==> src/rtl/sat_counter.sv <==
// Saturating up-counter with synchronous clear; holds at all-ones instead of wrapping.
module sat_counter #(
    parameter int W = 8
) (
    input  logic         clk,
    input  logic         rst,
    input  logic         inc,
    input  logic         clr,
    output logic [W-1:0] count
);

    localparam logic [W-1:0] MAX = '1;
    localparam logic [W-1:0] ONE = W'(1);

    always_ff @(posedge clk or posedge rst) begin
        if (rst) begin
            count <= '0;
        end else if (clr) begin
            count <= '0;
        end else if (inc && (count != MAX)) begin
            count <= count + ONE;
        end
    end

endmodule

==> config.mk <==
export PLATFORM = sky130hd
export DESIGN_NAME = sat_counter
export DESIGN_NICKNAME = d
export VERILOG_FILES = /design/src/rtl/sat_counter.sv
export SDC_FILE = /design/constraint.sdc
export NUM_CORES = 1
export LEC_CHECK = 0
export ABC_CLOCK_PERIOD_IN_PS = 2700
export CAP_MARGIN = 20
export CORE_UTILIZATION = 33
export CTS_CLUSTER_DIAMETER = 200
export DETAILED_ROUTE_END_ITERATION = 6
export PLACE_DENSITY_LB_ADDON = 0.2
export SYNTH_ARGS = -nofsm -noshare
export SYNTH_HDL_FRONTEND = slang
export SYNTH_SLANG_ARGS = --single-unit
==> constraint.sdc <==
create_clock -name clk -period 2.7 [get_ports clk]
set_input_delay 0.27 -clock clk [delete_from_list [all_inputs] [get_ports clk]]
set_output_delay 0.27 -clock clk [all_outputs]
set_load 0.02 [all_outputs]
==> results.md, run 1 <==
* Status: finished clean
* Worst skew pair latency at 260 ps
* Post-CTS Hold Fix Bufs at 0
* Worst hold path class: in2async
* CTS tree: done
* Crit path buffers/inverters at 0
* WL/cell at about 13 um
* Largest net degree at the start of global routing at 11
* Critical path launch point: count[0]
* Ratio of cells with drive above 1 in the final layout at a little under a fifth
* TritonCTS sink count at 8
* # setup viols final at 0
* Hold Violations, Final at 0
* Initial antenna violation count at 0
* Slowest stage delay, CP at roughly 420 ps
* Clk_skew at roughly 8.3 ps
* Yosys reg bits at 8
* First-pass GRT wire length at between 1000 and 1500 um
* Worst slew pin tran at about 340 ps
* CTS resizes at 0
* VDD IR max at 0.235 mV
* Vias at between 400 and 500
* Register area share after synthesis at 39.7%
* Placed Cells at 73
* Top Ports at 12
* Crit path max fanout at 5
* Yosys Warn Count at 0
* CP Capture Type: flip-flop
* Setup Fix Bufs, Post-CTS at 0
* Num CTS Buffers at 3
* Most common cell after layout, fill and taps aside: clkdlybuf4s50_1
* Cell Pwr Density at about 400 nW/um2
* All-Layer GR Usage at approximately 15%
* Slew Viols, Final at 0
* Core area at roughly 1400 um2
* Top reg by flops: count
* Hpwl dp at between 700 and 800 um
* Global route total overflow at 0
* Setup crit start kind: flip-flop
* Signal arrival time at the worst endpoint at 1780 ps
* Final Critical Period at 1640 ps
* Clock Root Buffer: clkbuf_4
* CTS clk-pin slew, worst paths at approximately 60 ps
* CTS H-Tree Depth at 1
* Ys flop type: dfrtp_1
* Synthesized area per cell at 10.3 um2
* Net Count, Synth at 54
* Worst setup path end: count[5]
* Vias in the first global route at 336
* CP max-delay cell: dfrtp_1
* # diodes at 0
* Port bufs at 11
* Post-Synthesis Cells at just under 50
* CP delay by family, top: flip-flops
* Final nets at 68
* Post-synthesis cell type count at 25
* Max Cap Violations at 0
* Antenna viol nets, final at 0
* Filler Cell Count at 140
* Synth Cell Area at roughly 500 um2
* Final Non-Filler Cells at 76
* # DRC at 0
* R2r endpoint: count[5]
* CTS max path bufs at 2
* Total Wirelength at ~960 um
* Reg2reg start: count[0]
* Post-synth EDFFs at 0
* CP Class: reg2reg
* Leakage at about 0.29 nW
* Max-slew headroom at the worst pin at around 77%
* Async set-reset flop share out of synthesis at 100%
* Avg Vias per Cell at roughly 5.4
* Most frequent cells in the layout: clkdlybuf4s50_1 (11), dfrtp_1 (8)
* Die W at 41.1 um
* Reg2Reg Setup Slack at roughly 1100 ps
* First drt pass iteration count at 5
* Starting Density at 36.9%
* Req. time, crit path at around 2900 ps
* Largest registers: count: 8 flops
* Max reg flops at 8
* Levels on crit path at 4
* Max Clock Freq at between 600 and 700 MHz
* RSZ-0062 raised after global routing: false
* Area grow syn2layout at 27.0%
* Die H at between 40 and 50 um
* CP Cell Sequence: ha_1, and3_1, a211oi_2, mux2_4
* R2R depth at 4
* Detailed router's first-iteration violation count at 7
* # rows at 13
* Global placement routability congestion at 0.814
* Setup TNS at 0 ps
* Full die area at 1690 um2
* Ratio of final minimum period to clock period at around 61%
## how the worst min path moves through the flow
| stage | start | endpoint | cells after the start |
|---|---|---|---|
| 6_report | rst | count[3] | 2 |
| 5_1_grt | rst | count[0] | 2 |
| 4_1_cts | rst | count[0] | 2 |
| 3_5_place_dp | rst | count[3] | 2 |
| 3_3_place_gp | rst | count[3] | 2 |
| 2_1_floorplan | rst | count[0] | 1 |
## cell families (layout without fill, tap and decap cells)
kind of cell	count (synthesis)	after routing	share of synthesized area [%]
multiplexers	5	5	13.9
buffers and inverters	4	16	4.47
AO/OA/AOI/OAI	9	9	15.6
AND/OR/NAND/NOR	22	22	23.8
flip-flops	8	8	39.7
adder cells (fa/ha/maj)	1	1	2.48
## report_power, final
group / switching (mW) / leakage (nW) / internal (mW)
sequential: 0.00333 / 0.110 / 0.123
combinational: 0.0153 / 0.162 / 0.0153
clock: 0.0417 / 0.0138 / 0.0509
## through the flow
stage,power (mW),setup WS (ps),util [%],hold slack (ps),instance area (um2)
after CTS,0.254,1060,46.9,279,641
after global placement,0.159,984,45.2,550,618
after floorplan,0.146,1050,-,85.7,504
after global routing,0.263,980,46.9,312,641
after detailed placement,0.159,975,45.2,561,618
final,0.249,1060,46.9,257,641
## Yosys cell counts (all sizes together) (2+ instances only)
master | n | share of area [%]
dfrtp | 8 | 40
a21oi | 4 | 5.5
mux2 | 4 | 12
nand2 | 4 | 3.0
nor2 | 4 | 3.0
nor2b | 4 | 5.0
inv | 2 | 1.5
nand3 | 2 | 2.0
nand4 | 2 | 2.5
## worst reg2reg max path: stages (launching register included)
cell and delay, ps:
dfrtp_1 420, ha_1 270, and3_1 260, a211oi_2 260, mux2_4 310
## layout make-up
cell class	count	area (um2)	area share, %
multi-input cells	37	282	43.9
well taps	15	18.8	2.93
clock buffers	3	22.5	3.52
flip-flops and latches	8	200	31.3
repair buffers	11	110	17.2
inverters	2	7.51	1.17
## per-layer routing
layer	part of all wire, %	track usage, %	wire, um	vias up
li1	-	-	-	201
met1	44	15.6	420	195
met2	48	23.0	457	11
met3	7.3	9.78	70	2
met4	1.4	4.84	13	0
met5	0	0	0	-
Note: power is estimated with default switching activity, not from simulation.
==> inputs of run 2 (changes only) <==
--- a/config.mk
+++ b/config.mk
@@ -5,7 +5,7 @@
 export SDC_FILE = /design/constraint.sdc
 export NUM_CORES = 1
 export LEC_CHECK = 0
-export ABC_CLOCK_PERIOD_IN_PS = 2700
+export ABC_CLOCK_PERIOD_IN_PS = 1650
 export CAP_MARGIN = 20
 export CORE_UTILIZATION = 33
 export CTS_CLUSTER_DIAMETER = 200
==> constraint.sdc (replaced) <==
create_clock -name clk -period 1.65 [get_ports clk]
set_input_delay 0.165 -clock clk [delete_from_list [all_inputs] [get_ports clk]]
set_output_delay 0.165 -clock clk [all_outputs]
set_load 0.02 [all_outputs]
==> run 2 against run 1 <==
  * Core utilization increased by 1.6 points
  * Via count decreased by 0.49%
  * Largest cell class unchanged
  * Die area unchanged
  * Highest routed layer unchanged
  * Final cell count increased by 3.9%
  * Critical endpoint unchanged
  * Worst hold slack got worse by 110 ps
  * Sequential cell count unchanged
  * Wire length increased by 4.4%
  * Clock skew increased by 1.9 ps
  * Register-to-register slack got worse by 960 ps
  * Clock-buffer cell count unchanged
==> results.md, run 2 (synthesis gave the netlist of run 1 again) <==
* RSZ-0062 raised after global routing: false
* All-Layer GR Usage at 14.7% (+0.096 points)
* Total Wirelength at 1000 um (+4.4%)
* Core area at 1370 um2 (unchanged)
* Tot Pwr at 412 uW (+65%)
* Crit path max fanout at 5 (unchanged)
* Setup crit start kind: flip-flop
* Gate power share at 12.8% (+0.5 points)
* TritonCTS sink count at 8 (unchanged)
* # rows at 13 (unchanged)
* Signal arrival time at the worst endpoint at 1690 ps (-90 ps)
* Die W at 41.1 um (unchanged)
* # DRC at 0 (unchanged)
* Reg2reg start: count[0]
* Top Ports at 12 (unchanged)
* Worst skew pair latency at 260 ps (about the same)
* CTS resizes at 0 (unchanged)
* CP max-delay cell: dfrtp_1
* Pre-CTS WS at 100 ps (-875 ps)
* Status: finished clean
* Die H at 41.1 um (unchanged)
* WL/cell at 12.7 um (+0.40%)
* Most frequent cells in the layout: clkdlybuf4s50_1 (11), dfrtp_1 (8)
* Final Critical Period at 1540 ps (-92.9 ps)
* Port bufs at 11 (unchanged)
* Worst slew pin tran at 327 ps (-14.6 ps)
* Leakage at 0.302 nW (+5.5%)
* Most common cell after layout, fill and taps aside: clkdlybuf4s50_1
* Max Cap Violations at 0 (unchanged)
* Switching power at 99.9 uW (+66%)
* Top reg by flops: count
* Placed Cells at 76 (+4.1%)
* Internal at 312 uW (+65%)
* Setup TNS at 0 ps (unchanged)
* Part of the power in the clock network at 36.9% (-0.2 points)
* Clock Root Buffer: clkbuf_4
* Hpwl dp at 761 um (+8.0%)
* Starting Density at 36.9% (unchanged)
* Largest net degree at the start of global routing at 11 (unchanged)
* Final Non-Filler Cells at 79 (+3.9%)
* Vias at 407 (-0.49%)
* First drt pass iteration count at 3 (-2)
* CP Capture Type: flip-flop
* Final WS setup at 107 ps (-957 ps)
* Area grow syn2layout at 31.5%
* Sw Share at 24.3% (+0.095 points)
* CTS tree: done
* CTS max path bufs at 2 (unchanged)
* Hold Violations, Final at 0 (unchanged)
* Full die area at 1690 um2 (unchanged)
* Final nets at 71 (+4.4%)
* Avg Vias per Cell at 5.15 (-4.3%)
* R2R depth at 4 (unchanged)
* Detailed router's first-iteration violation count at 12 (+5)
* Num CTS Buffers at 3 (unchanged)
* # setup viols final at 0 (unchanged)
* Post-CTS Hold Fix Bufs at 0 (unchanged)
* Antenna viol nets, final at 0 (unchanged)
* VDD IR max at 0.485 mV (+110%)
* Crit path buffers/inverters at 0 (unchanged)
* Req. time, crit path at 1800 ps (-1050 ps)
* CTS H-Tree Depth at 1 (unchanged)
* # diodes at 0 (unchanged)
* Largest registers: count: 8 flops
* Ratio of final minimum period to clock period at 93.5% (+33 points)
* Setup Fix Bufs, Post-CTS at 0 (unchanged)
* CTS clk-pin slew, worst paths at 60 ps (about the same)
* CP Cell Sequence: ha_1, and3_1, a211oi_2, mux2_4
* Max reg flops at 8 (unchanged)
* Worst hold path class: in2async
* Slew Viols, Final at 0 (unchanged)
* CP Class: reg2reg
* Sequential power share at 50.3% (-0.3 points)
* Global placement routability congestion at 0.777 (-4.6%)
* Max Clock Freq at 648 MHz (+6.0%)
* Vias in the first global route at 335 (-0.30%)
* Reg2Reg Setup Slack at 110 ps (-960 ps)
* R2r endpoint: count[5]
* Ratio of cells with drive above 1 in the final layout at 21.9% (+3.8 points)
* Hold_ws at 149 ps (-108 ps)
* Clk_skew at 10.2 ps (+1.88 ps)
* Cell Pwr Density at 621 nW/um2 (+59%)
* Global route total overflow at 0 (unchanged)
* First-pass GRT wire length at 1480 um (unchanged)
* Slowest stage delay, CP at 420 ps (about the same)
* CP delay by family, top: flip-flops
* Max-slew headroom at the worst pin at 78.2% (+0.98 points)
* Initial antenna violation count at 0 (unchanged)
run 2: changes by cell type in the layout (fill, tap and decap cells not counted):
cell,delta
buf_4,+3
run 2: worst max path at each step:
stage | from | endpoint | slack, ps | cells past startpoint
2_1_floorplan | count[0] | count[5] | 4 | 4
3_3_place_gp | count[0] | count[5] | 90 | 4
3_5_place_dp | count[0] | count[5] | 100 | 4
4_1_cts | count[0] | count[5] | 100 | 4
5_1_grt | count[0] | count[5] | 50 | 4
6_report | count[0] | count[5] | 110 | 4
run 2: metal layers:
layer  GRT usage [%]  vias up  part of all wire, %
met5               0        -                    0
met4            7.26        0                  1.1
met3            8.15        2                  5.8
met2            19.1        9                   42
met1            19.1      187                   51
li1                -      209                    -
run 2: layout make-up:
type	count	area, um2
Fill cell	143	703
Multi-Input combinational cell	37	282
Sequential cell	8	200
Timing Repair Buffer	14	133
Clock buffer	3	22.5
Tap cell	15	18.8
Inverter	2	7.51
run 2: stage by stage:
step	area, um2	utilization (%)
final	663	48.5
after global routing	663	48.5
after CTS	663	48.5
after detailed placement	641	46.9
after global placement	641	46.9
after floorplan	504	-
run 2: power by group through the flow:
stage	Clock, mW	Combinational [mW]	Sequential [mW]
global placement	0	0.0535	0.210
global route	0.166	0.0583	0.208
detailed placement	0	0.0540	0.210
CTS	0.158	0.0542	0.207
finish	0.152	0.0529	0.207
floorplan	0	0.0231	0.215
==> inputs of run 3 (changes only) <==
--- a/config.mk
+++ b/config.mk
@@ -11,6 +11,7 @@
 export CTS_CLUSTER_DIAMETER = 200
 export DETAILED_ROUTE_END_ITERATION = 6
 export PLACE_DENSITY_LB_ADDON = 0.2
+export REMOVE_ABC_BUFFERS = 1
 export SYNTH_ARGS = -nofsm -noshare
 export SYNTH_HDL_FRONTEND = slang
 export SYNTH_SLANG_ARGS = --single-unit
==> run 3 against run 2 <==
  * Fmax is 0.54% higher
  * Worst setup slack better by 8.2 ps
  * Sequential share of layout area down 0.67 points
  * Non-clock buffer count increased by 2
  * Final area grew 2.3%
  * Critical path depth unchanged
  * Sequential power barely moved
  * First-iteration DRC count down 58%
  * Register-to-register slack hardly changed
  * Total power shrank 0.61%
  * Sequential cell count did not move
  * Clock power decreased by 4%
  * Critical path type unchanged
  * Largest cell class unchanged
  * Largest power group unchanged
==> results.md, run 3 (synthesis gave the netlist of run 1 again) <==
* M1 wire length at 510 um (+0.39%)
* Most common cell after layout, fill and taps aside: clkdlybuf4s50_1
* First drt pass iteration count at 4 (+1)
* Most frequent cells in the layout: clkdlybuf4s50_1 (11), dfrtp_1 (8), buf_4 (5)
* Avg Vias per Cell at 5.17 (+0.41%)
* Ratio of cells with drive above 1 in the final layout at 24.2% (+2.4 points)
* Tot Pwr at 409 uW (-0.61%)
* Clk_skew at 0.746 ps (-9.44 ps)
* CP Class: reg2reg
* Setup TNS at 0 ps (unchanged)
* Initial antenna violation count at 0 (unchanged)
* Port bufs at 11 (unchanged)
* # DRC at 0 (unchanged)
* Setup Fix Bufs, Post-CTS at 0 (unchanged)
* Worst hold path class: in2async
* Core area at 1370 um2 (unchanged)
* Full die area at 1690 um2 (unchanged)
* Final Critical Period at 1530 ps (-8.23 ps)
* Top Ports at 12 (unchanged)
* Hold Violations, Final at 0 (unchanged)
* Detailed router's first-iteration violation count at 5 (-7)
* Num CTS Buffers at 3 (unchanged)
* Max-slew headroom at the worst pin at 77.6% (-0.51 points)
* Filler Cell Count at 134 (-6.3%)
* Largest net degree at the start of global routing at 11 (unchanged)
* Area grow syn2layout at 34.5%
* Req. time, crit path at 1790 ps (about the same)
* Signal arrival time at the worst endpoint at 1670 ps (-20 ps)
* # rows at 13 (unchanged)
* Reg2reg start: count[1]
* Vias at 419 (+2.9%)
* Util after Layout at 49.6% (+1.1 points)
* Die H at 41.1 um (unchanged)
* Worst skew pair latency at 250 ps (about the same)
* Setup crit start kind: flip-flop
* Final Non-Filler Cells at 81 (+2.5%)
* Final WS setup at 116 ps (+8.23 ps)
* Cell Pwr Density at 603 nW/um2 (-2.8%)
* Reg2Reg Setup Slack at 120 ps (about the same)
* Pre-CTS WS at 114 ps (+14.1 ps)
* First-pass GRT wire length at 1620 um (+9.8%)
* CTS H-Tree Depth at 1 (unchanged)
* TritonCTS sink count at 8 (unchanged)
* Total Wirelength at 1020 um (+1.2%)
* CTS tree: done
* Area after DPL at 656 um2 (+2.3%)
* All-Layer GR Usage at 15.8% (+1.1 points)
* Slew Viols, Final at 0 (unchanged)
* Hpwl dp at 758 um (-0.46%)
* VDD IR max at 0.534 mV (+9.9%)
* WL/cell at 12.5 um (-1.3%)
* Largest registers: count: 8 flops
* Ratio of final minimum period to clock period at 93.0% (-0.50 points)
* Top reg by flops: count
* Status: finished clean
* Met2 wire len at 444 um (+4.5%)
* # setup viols final at 0 (unchanged)
* Met3 routed wirelength at 50 um (-14%)
* CTS max path bufs at 2 (unchanged)
* Starting Density at 36.9% (unchanged)
* # diodes at 0 (unchanged)
* Post-CTS Hold Fix Bufs at 0 (unchanged)
* Max Cap Violations at 0 (unchanged)
* R2R depth at 4 (unchanged)
* CTS clk-pin slew, worst paths at 50 ps (about the same)
* Clock Root Buffer: clkbuf_4
* R2r endpoint: count[5]
* Max Clock Freq at 652 MHz (+0.54%)
* RSZ-0062 raised after global routing: false
* Hold_ws at 165 ps (+16.2 ps)
* Global route total overflow at 0 (unchanged)
* Final nets at 73 (+2.8%)
* Worst slew pin tran at 335 ps (+8.69 ps)
* CP Capture Type: flip-flop
* Max reg flops at 8 (unchanged)
* Top Metal Used: met4
* Vias in the first global route at 360 (+7.5%)
* Post-route cell area at 678 um2 (+2.3%)
* Antenna viol nets, final at 0 (unchanged)
* Global placement routability congestion at 0.815 (+4.9%)
* Crit path max fanout at 4 (-1)
* Die W at 41.1 um (unchanged)
* CTS resizes at 0 (unchanged)
* Placed Cells at 78 (+2.6%)
* Leakage at 0.313 nW (+3.5%)
-- run 3: where the power goes --
part           internal (mW)  switching (mW)  total (mW)  leakage, nW
logic                 0.0299          0.0273      0.0572        0.188
clock network         0.0830          0.0629       0.146       0.0138
registers              0.201         0.00482       0.206        0.110
total                  0.314          0.0950       0.409        0.313
-- run 3: how the worst max path moves through the flow --
stage | from | end | slack [ps] | depth (start not counted)
floorplan | count[0] | count[5] | 4 | 4
global placement | inc | count[5] | 120 | 4
detailed placement | inc | count[5] | 110 | 4
CTS | count[1] | count[5] | 110 | 4
global route | count[1] | count[5] | 40 | 4
finish | count[1] | count[5] | 120 | 4
-- run 3: per-layer routing --
metal	track usage, %	vias up
li1	-	213
met1	20.6	195
met2	19.9	9
met3	8.15	2
met4	9.68	0
met5	0	-
-- run 3: cell type report --
class | instances | area [um2] | share of cell area, %
Multi-Input combinational cell | 37 | 282 | 41.5
Sequential cell | 8 | 200 | 29.5
Timing Repair Buffer | 16 | 148 | 21.8
Clock buffer | 3 | 22.5 | 3.32
Tap cell | 15 | 18.8 | 2.77
Inverter | 2 | 7.51 | 1.11
-- run 3: worst max-delay path: stages, from the launching register on --
cell	delay (ps)
dfrtp_1	400
ha_1	200
and3_1	240
a211oi_2	260
mux2_4	320
